<file path="src/rtl/entry_alloc_pkg.sv">
// Shared processor parameters and helpers for the entry allocator.
package entry_alloc_pkg;

  localparam int unsigned NUM_ENTRIES = 32;
  localparam int unsigned IDX_W       = 5;

  typedef logic [IDX_W-1:0] entry_idx_t;

  // Number of set bits in a two-bit strobe vector.
  function automatic logic [1:0] pop2(input logic [1:0] v);
    return {1'b0, v[0]} + {1'b0, v[1]};
  endfunction

endpackage

</file>
<file path="src/rtl/entry_alloc_prien.sv">
// Low/high priority encoder: lowest and highest set bit of a vector.
module entry_alloc_prien #(
  parameter int unsigned DE_SIZE = 32,
  parameter int unsigned EN_SIZE = 5
) (
  input  logic [DE_SIZE-1:0] de,
  output logic [EN_SIZE-1:0] lo_idx_c,
  output logic [EN_SIZE-1:0] hi_idx_c,
  output logic               any_c
);

  // Scan both directions; the last hit in each loop wins.
  always_comb begin
    lo_idx_c = '0;
    hi_idx_c = '0;
    any_c    = |de;
    for (int i = int'(DE_SIZE) - 1; i >= 0; i--) begin
      if (de[i]) lo_idx_c = EN_SIZE'(i);
    end
    for (int i = 0; i < int'(DE_SIZE); i++) begin
      if (de[i]) hi_idx_c = EN_SIZE'(i);
    end
  end

endmodule

</file>
<file path="src/rtl/entry_alloc.sv">
// Two-slot free-list allocator over a bitmap of tracked entries.
module entry_alloc #(
  parameter int unsigned NUM_ENTRIES = entry_alloc_pkg::NUM_ENTRIES,
  parameter int unsigned IDX_W       = entry_alloc_pkg::IDX_W
) (
  input  logic             clock,
  input  logic             reset,
  input  logic [1:0]       alloc_req,
  input  logic [1:0]       free_en,
  input  logic [IDX_W-1:0] free_idx0,
  input  logic [IDX_W-1:0] free_idx1,
  output logic [IDX_W-1:0] alloc_idx_a,
  output logic [IDX_W-1:0] alloc_idx_b,
  output logic [1:0]       alloc_gnt,
  output logic [IDX_W:0]   free_count,
  output logic             stall,
  output logic             err
);

  import entry_alloc_pkg::pop2;

  localparam int unsigned CNT_W = IDX_W + 1;

  logic [NUM_ENTRIES-1:0] free_map;
  logic [NUM_ENTRIES-1:0] alloc_mask;
  logic [NUM_ENTRIES-1:0] free_mask;
  logic                   any_free;
  logic [1:0]             free_vld;
  logic                   same_idx;
  logic                   dbl_free;
  logic                   bad_req;

  entry_alloc_prien #(
    .DE_SIZE (NUM_ENTRIES),
    .EN_SIZE (IDX_W)
  ) prien (
    .de       (free_map),
    .lo_idx_c (alloc_idx_a),
    .hi_idx_c (alloc_idx_b),
    .any_c    (any_free)
  );

  // Zero-latency grants; slot B only when two distinct entries exist.
  always_comb begin
    alloc_gnt    = '0;
    alloc_gnt[0] = alloc_req[0] & any_free;
    alloc_gnt[1] = alloc_req[1] & alloc_gnt[0] & (free_count >= CNT_W'(2));
    stall        = (alloc_req[0] & (free_count == '0)) |
                   (alloc_req[1] & (free_count < CNT_W'(2)));
  end

  // Qualify frees: only allocated entries count, a shared index counts once.
  always_comb begin
    same_idx    = &free_en & (free_idx0 == free_idx1);
    free_vld    = '0;
    free_vld[0] = free_en[0] & ~free_map[free_idx0];
    free_vld[1] = free_en[1] & ~free_map[free_idx1] & ~same_idx;
    dbl_free    = (free_en[0] & free_map[free_idx0]) |
                  (free_en[1] & free_map[free_idx1]) | same_idx;
    bad_req     = (alloc_req == 2'b10);
  end

  // One-hot masks of entries leaving and re-entering the free set.
  always_comb begin
    alloc_mask = '0;
    free_mask  = '0;
    if (alloc_gnt[0]) alloc_mask[alloc_idx_a] = 1'b1;
    if (alloc_gnt[1]) alloc_mask[alloc_idx_b] = 1'b1;
    if (free_vld[0])  free_mask[free_idx0]    = 1'b1;
    if (free_vld[1])  free_mask[free_idx1]    = 1'b1;
  end

  // Bitmap, counter and sticky error; frees become visible next cycle.
  always_ff @(posedge clock) begin
    if (reset) begin
      free_map   <= '1;
      free_count <= CNT_W'(NUM_ENTRIES);
      err        <= 1'b0;
    end else begin
      free_map   <= (free_map & ~alloc_mask) | free_mask;
      free_count <= free_count - CNT_W'(pop2(alloc_gnt)) + CNT_W'(pop2(free_vld));
      if (dbl_free | bad_req) err <= 1'b1;
    end
  end

endmodule

</file>
<file path="config.mk">
export PLATFORM = sky130hd
export DESIGN_NAME = entry_alloc
export DESIGN_NICKNAME = d
export VERILOG_FILES = /design/src/rtl/entry_alloc_pkg.sv /design/src/rtl/entry_alloc_prien.sv /design/src/rtl/entry_alloc.sv
export SDC_FILE = /design/constraint.sdc
export NUM_CORES = 1
export LEC_CHECK = 0
export BUFFER_PORTS_ARGS = -buffer_cell sky130_fd_sc_hd__buf_4
export CELL_PAD_IN_SITES_DETAIL_PLACEMENT = 1
export CELL_PAD_IN_SITES_GLOBAL_PLACEMENT = 2
export CORE_ASPECT_RATIO = 1.4
export CORE_MARGIN = 2
export CORE_UTILIZATION = 39
export DETAILED_ROUTE_END_ITERATION = 10
export PLACE_DENSITY_LB_ADDON = 0.15
export SYNTH_ARGS = -nofsm -noshare
export SYNTH_HDL_FRONTEND = slang
export SYNTH_SLANG_ARGS = --single-unit
</file>
<file path="constraint.sdc">
create_clock -name clock -period 10.81 [get_ports clock]
set_clock_uncertainty 0.15 [all_clocks]
set_input_delay 1.6215 -clock clock [delete_from_list [all_inputs] [get_ports clock]]
set_output_delay 1.6215 -clock clock [all_outputs]
set_load 0.01 [all_outputs]
</file>
==> qor.csv <==
metric,value,unit
synth_area,3796,um^2
utilization,44.70,%
drc,0,
clockBufferDepth,2,
antenna_found_initial,0,
clk_latency,0.29,ns
cp_cell_sequence,nor4_1 -> nand4_1 -> o2111ai_1 -> inv_1 -> buf_4,
synth_edf_count,0,
synth_area_leaders,"dfxtp_1, mux4_2, nor2_1",
crit_type,reg -> out,
core-area,9459,um^2
worst_pin_slew,1.089,ns
critPathCaptureType,primary output,
final-max-slew-violation-count,0,
ys_warn_count,0,
slowest_delay,1.09,ns
track_usage,32.46,%
post_cts_buffers,0,
grt_pass1_vias,4435,
switching_share,33.72,%
io_pins,36,
dp_hpwl,12410,um
num_rows,42,
p_sw,0.1711,mW
arrival,3.56,ns
die_w,87.38,um
p_per_area,120.1,nW/um^2
cts_tree,built,
synth_top_area_share,20.57,%
port_buffers,35,
ant_nets,0,
relSlewSlack,27.32,%
die_h,120.7,um
wl_per_cell,27.38,um
status,finished clean,
path_buf_inv,2,
pwr-share-seq,33.2,%
grt-ovfl-total,0,
drive_gt1_share,15.27,%
setup_ws,5.477,ns
drt_first_pass_iters,5,
synth_top_area_cell,dfxtp_1,
total_power,0.5076,mW
cts_made_buffers,5,
area_growth,11.37,%
r2r_start,free_map[26]$_SDFF_PP1_,
fmax,0.1875,GHz
start_util,40.13,%
comb_power_share,32.1,%
worstHoldStart,err$_SDFFE_PP0P_,
stdcell_area,4228,um^2
synth.net_count,509,
crit_fanout,9,
wirelength,16450,um
finalSetupViolCount,0,
hold_viol,0,
cap_violations,0,
postPlaceCellArea,4059,um^2
yosysSeqAreaShare,20.57,%
setup_tns,0,ns
fillers,1154,
p_int,0.3364,mW
cts_repair_resize_count,0,
holdBufCountCts,0,
cts_num_sinks,39,
ys_async_sr_fraction,0,%
worstPathRequired,9.04,ns
place_ws,5.486,ns
cts-root-buf,clkbuf_16,
peakVddDrop,0.08626,mV
ys_ff_latch,39,
rsz0062_at_grt,false,
die_area,10550,um^2
final.min_clock_period,5.333,ns
cp-start-kind,flop,
clk_pin_slew_worst_paths,0.06,ns
drt_iter0_drc,375,
power_leakage,1.491,nW
cp_slowest_cell,o2111ai_1,
finalCritPeriodShare,49.33,%
p_clk_share,34.7,%
vias_per_cell,7.116,
path_delay_family,simple AND/OR/NAND/NOR gates,
num_antenna_cells,0,
finish.net_count,518,
place_congestion,1.016,
synthFlopType,dfxtp_1,
syn_avg_cell_area,7.892,um^2
vias,4277,
h-tree-depth,2,
crit_start,free_map[26]$_SDFF_PP1_,
grt_max_degree,40,
synth_cell_type_count,65,
grt_pass1_wl,25670,um
hold_class,reg -> reg,
netlist_instances,481,
==> per-stage QoR <==
stage / hold WS [ns] / std cells
after global placement: 0.3868 / 593
final: 0.3976 / 601
after floorplan: 0.3633 / 481
after global routing: 0.4421 / 601
after CTS: 0.4097 / 601
after detailed placement: 0.3889 / 593
==> registers in the layout, summed over array words and instances, names as in the netlist <==
name	count
err	1
free_count	6
free_map	32
==> routing by layer <==
metal	part of all wire, %	global-route usage (%)	vias up
met5	0	0	-
met4	8.0	22.12	0
met3	7.6	5.188	93
met2	48	52.75	261
met1	37	38.41	2061
li1	-	-	1862
==> cell type report <==
cell class / count / area (um^2) / share of cell area, %
inverter: 32 / 120.1 / 2.841
multi-input combinational: 377 / 2758 / 65.23
tap: 110 / 137.6 / 3.255
timing repair buffer: 35 / 262.8 / 6.215
clock inverter: 3 / 43.79 / 1.036
sequential: 39 / 780.7 / 18.47
clock buffer: 5 / 125.1 / 2.959
==> cell families after synthesis <==
family / share of synthesized area (%)
XOR/XNOR: 1.846
AND/OR/NAND/NOR: 26.50
multiplexers: 11.04
adder cells (fa/ha/maj): 4.549
AO/OA/AOI/OAI: 28.71
buffers and inverters: 6.790
flip-flops: 20.57
==> layout by cell type, fill, tap and decap left out, types with 13 or more instances in the layout <==
cell,netlist,routed
nor4_1,14,14
inv_1,32,32
nor3_1,18,18
nand2_1,32,32
a21o_1,13,13
nor2_1,39,39
o21ai_0,22,22
dfxtp_1,39,39
nor2b_1,14,14
mux4_2,17,17
a21oi_1,26,26
a221oi_1,14,14
buf_4,0,35
nand2b_1,14,14
==> power by group through the flow <==
stage	sequential [mW]	clock [mW]	combinational [mW]
after detailed placement	0.172	0	0.164
final	0.169	0.176	0.163
after floorplan	0.171	0	0.104
after CTS	0.169	0.179	0.164
after global placement	0.172	0	0.156
after global routing	0.170	0.185	0.183
==> cells in the mapped netlist, drive strengths merged (8+ instances only) <==
cell type and n:
a21o 13, a21oi 26, a221o 10, a221oi 14, buf 9, clkbuf 24, dfxtp 39, ha 9
inv 32, mux4 18, nand2 32, nand2b 14, nand3 10, nor2 39, nor2b 14, nor3 19
nor4 14, o21ai 30, o221ai 8
==> worst paths after layout <==
| path | to | slack (ns) | depth (start not counted) |
|---|---|---|---|
| worst max register to register | free_count[5]$_SDFF_PP1_ | 5.70 | 12 |
| worst max-delay path | alloc_gnt[1] | 5.48 | 5 |
| worst min register to register | err$_SDFFE_PP0P_ | 0.40 | 2 |
| worst min-delay path | err$_SDFFE_PP0P_ | 0.40 | 2 |
==> tightest hold or removal path, cell delays in order (launching register included) <==
cell,delay (ns)
dfxtp_1,0.33
a211oi_1,0.05
a31oi_1,0.13
(Power assumes the default switching activity.)
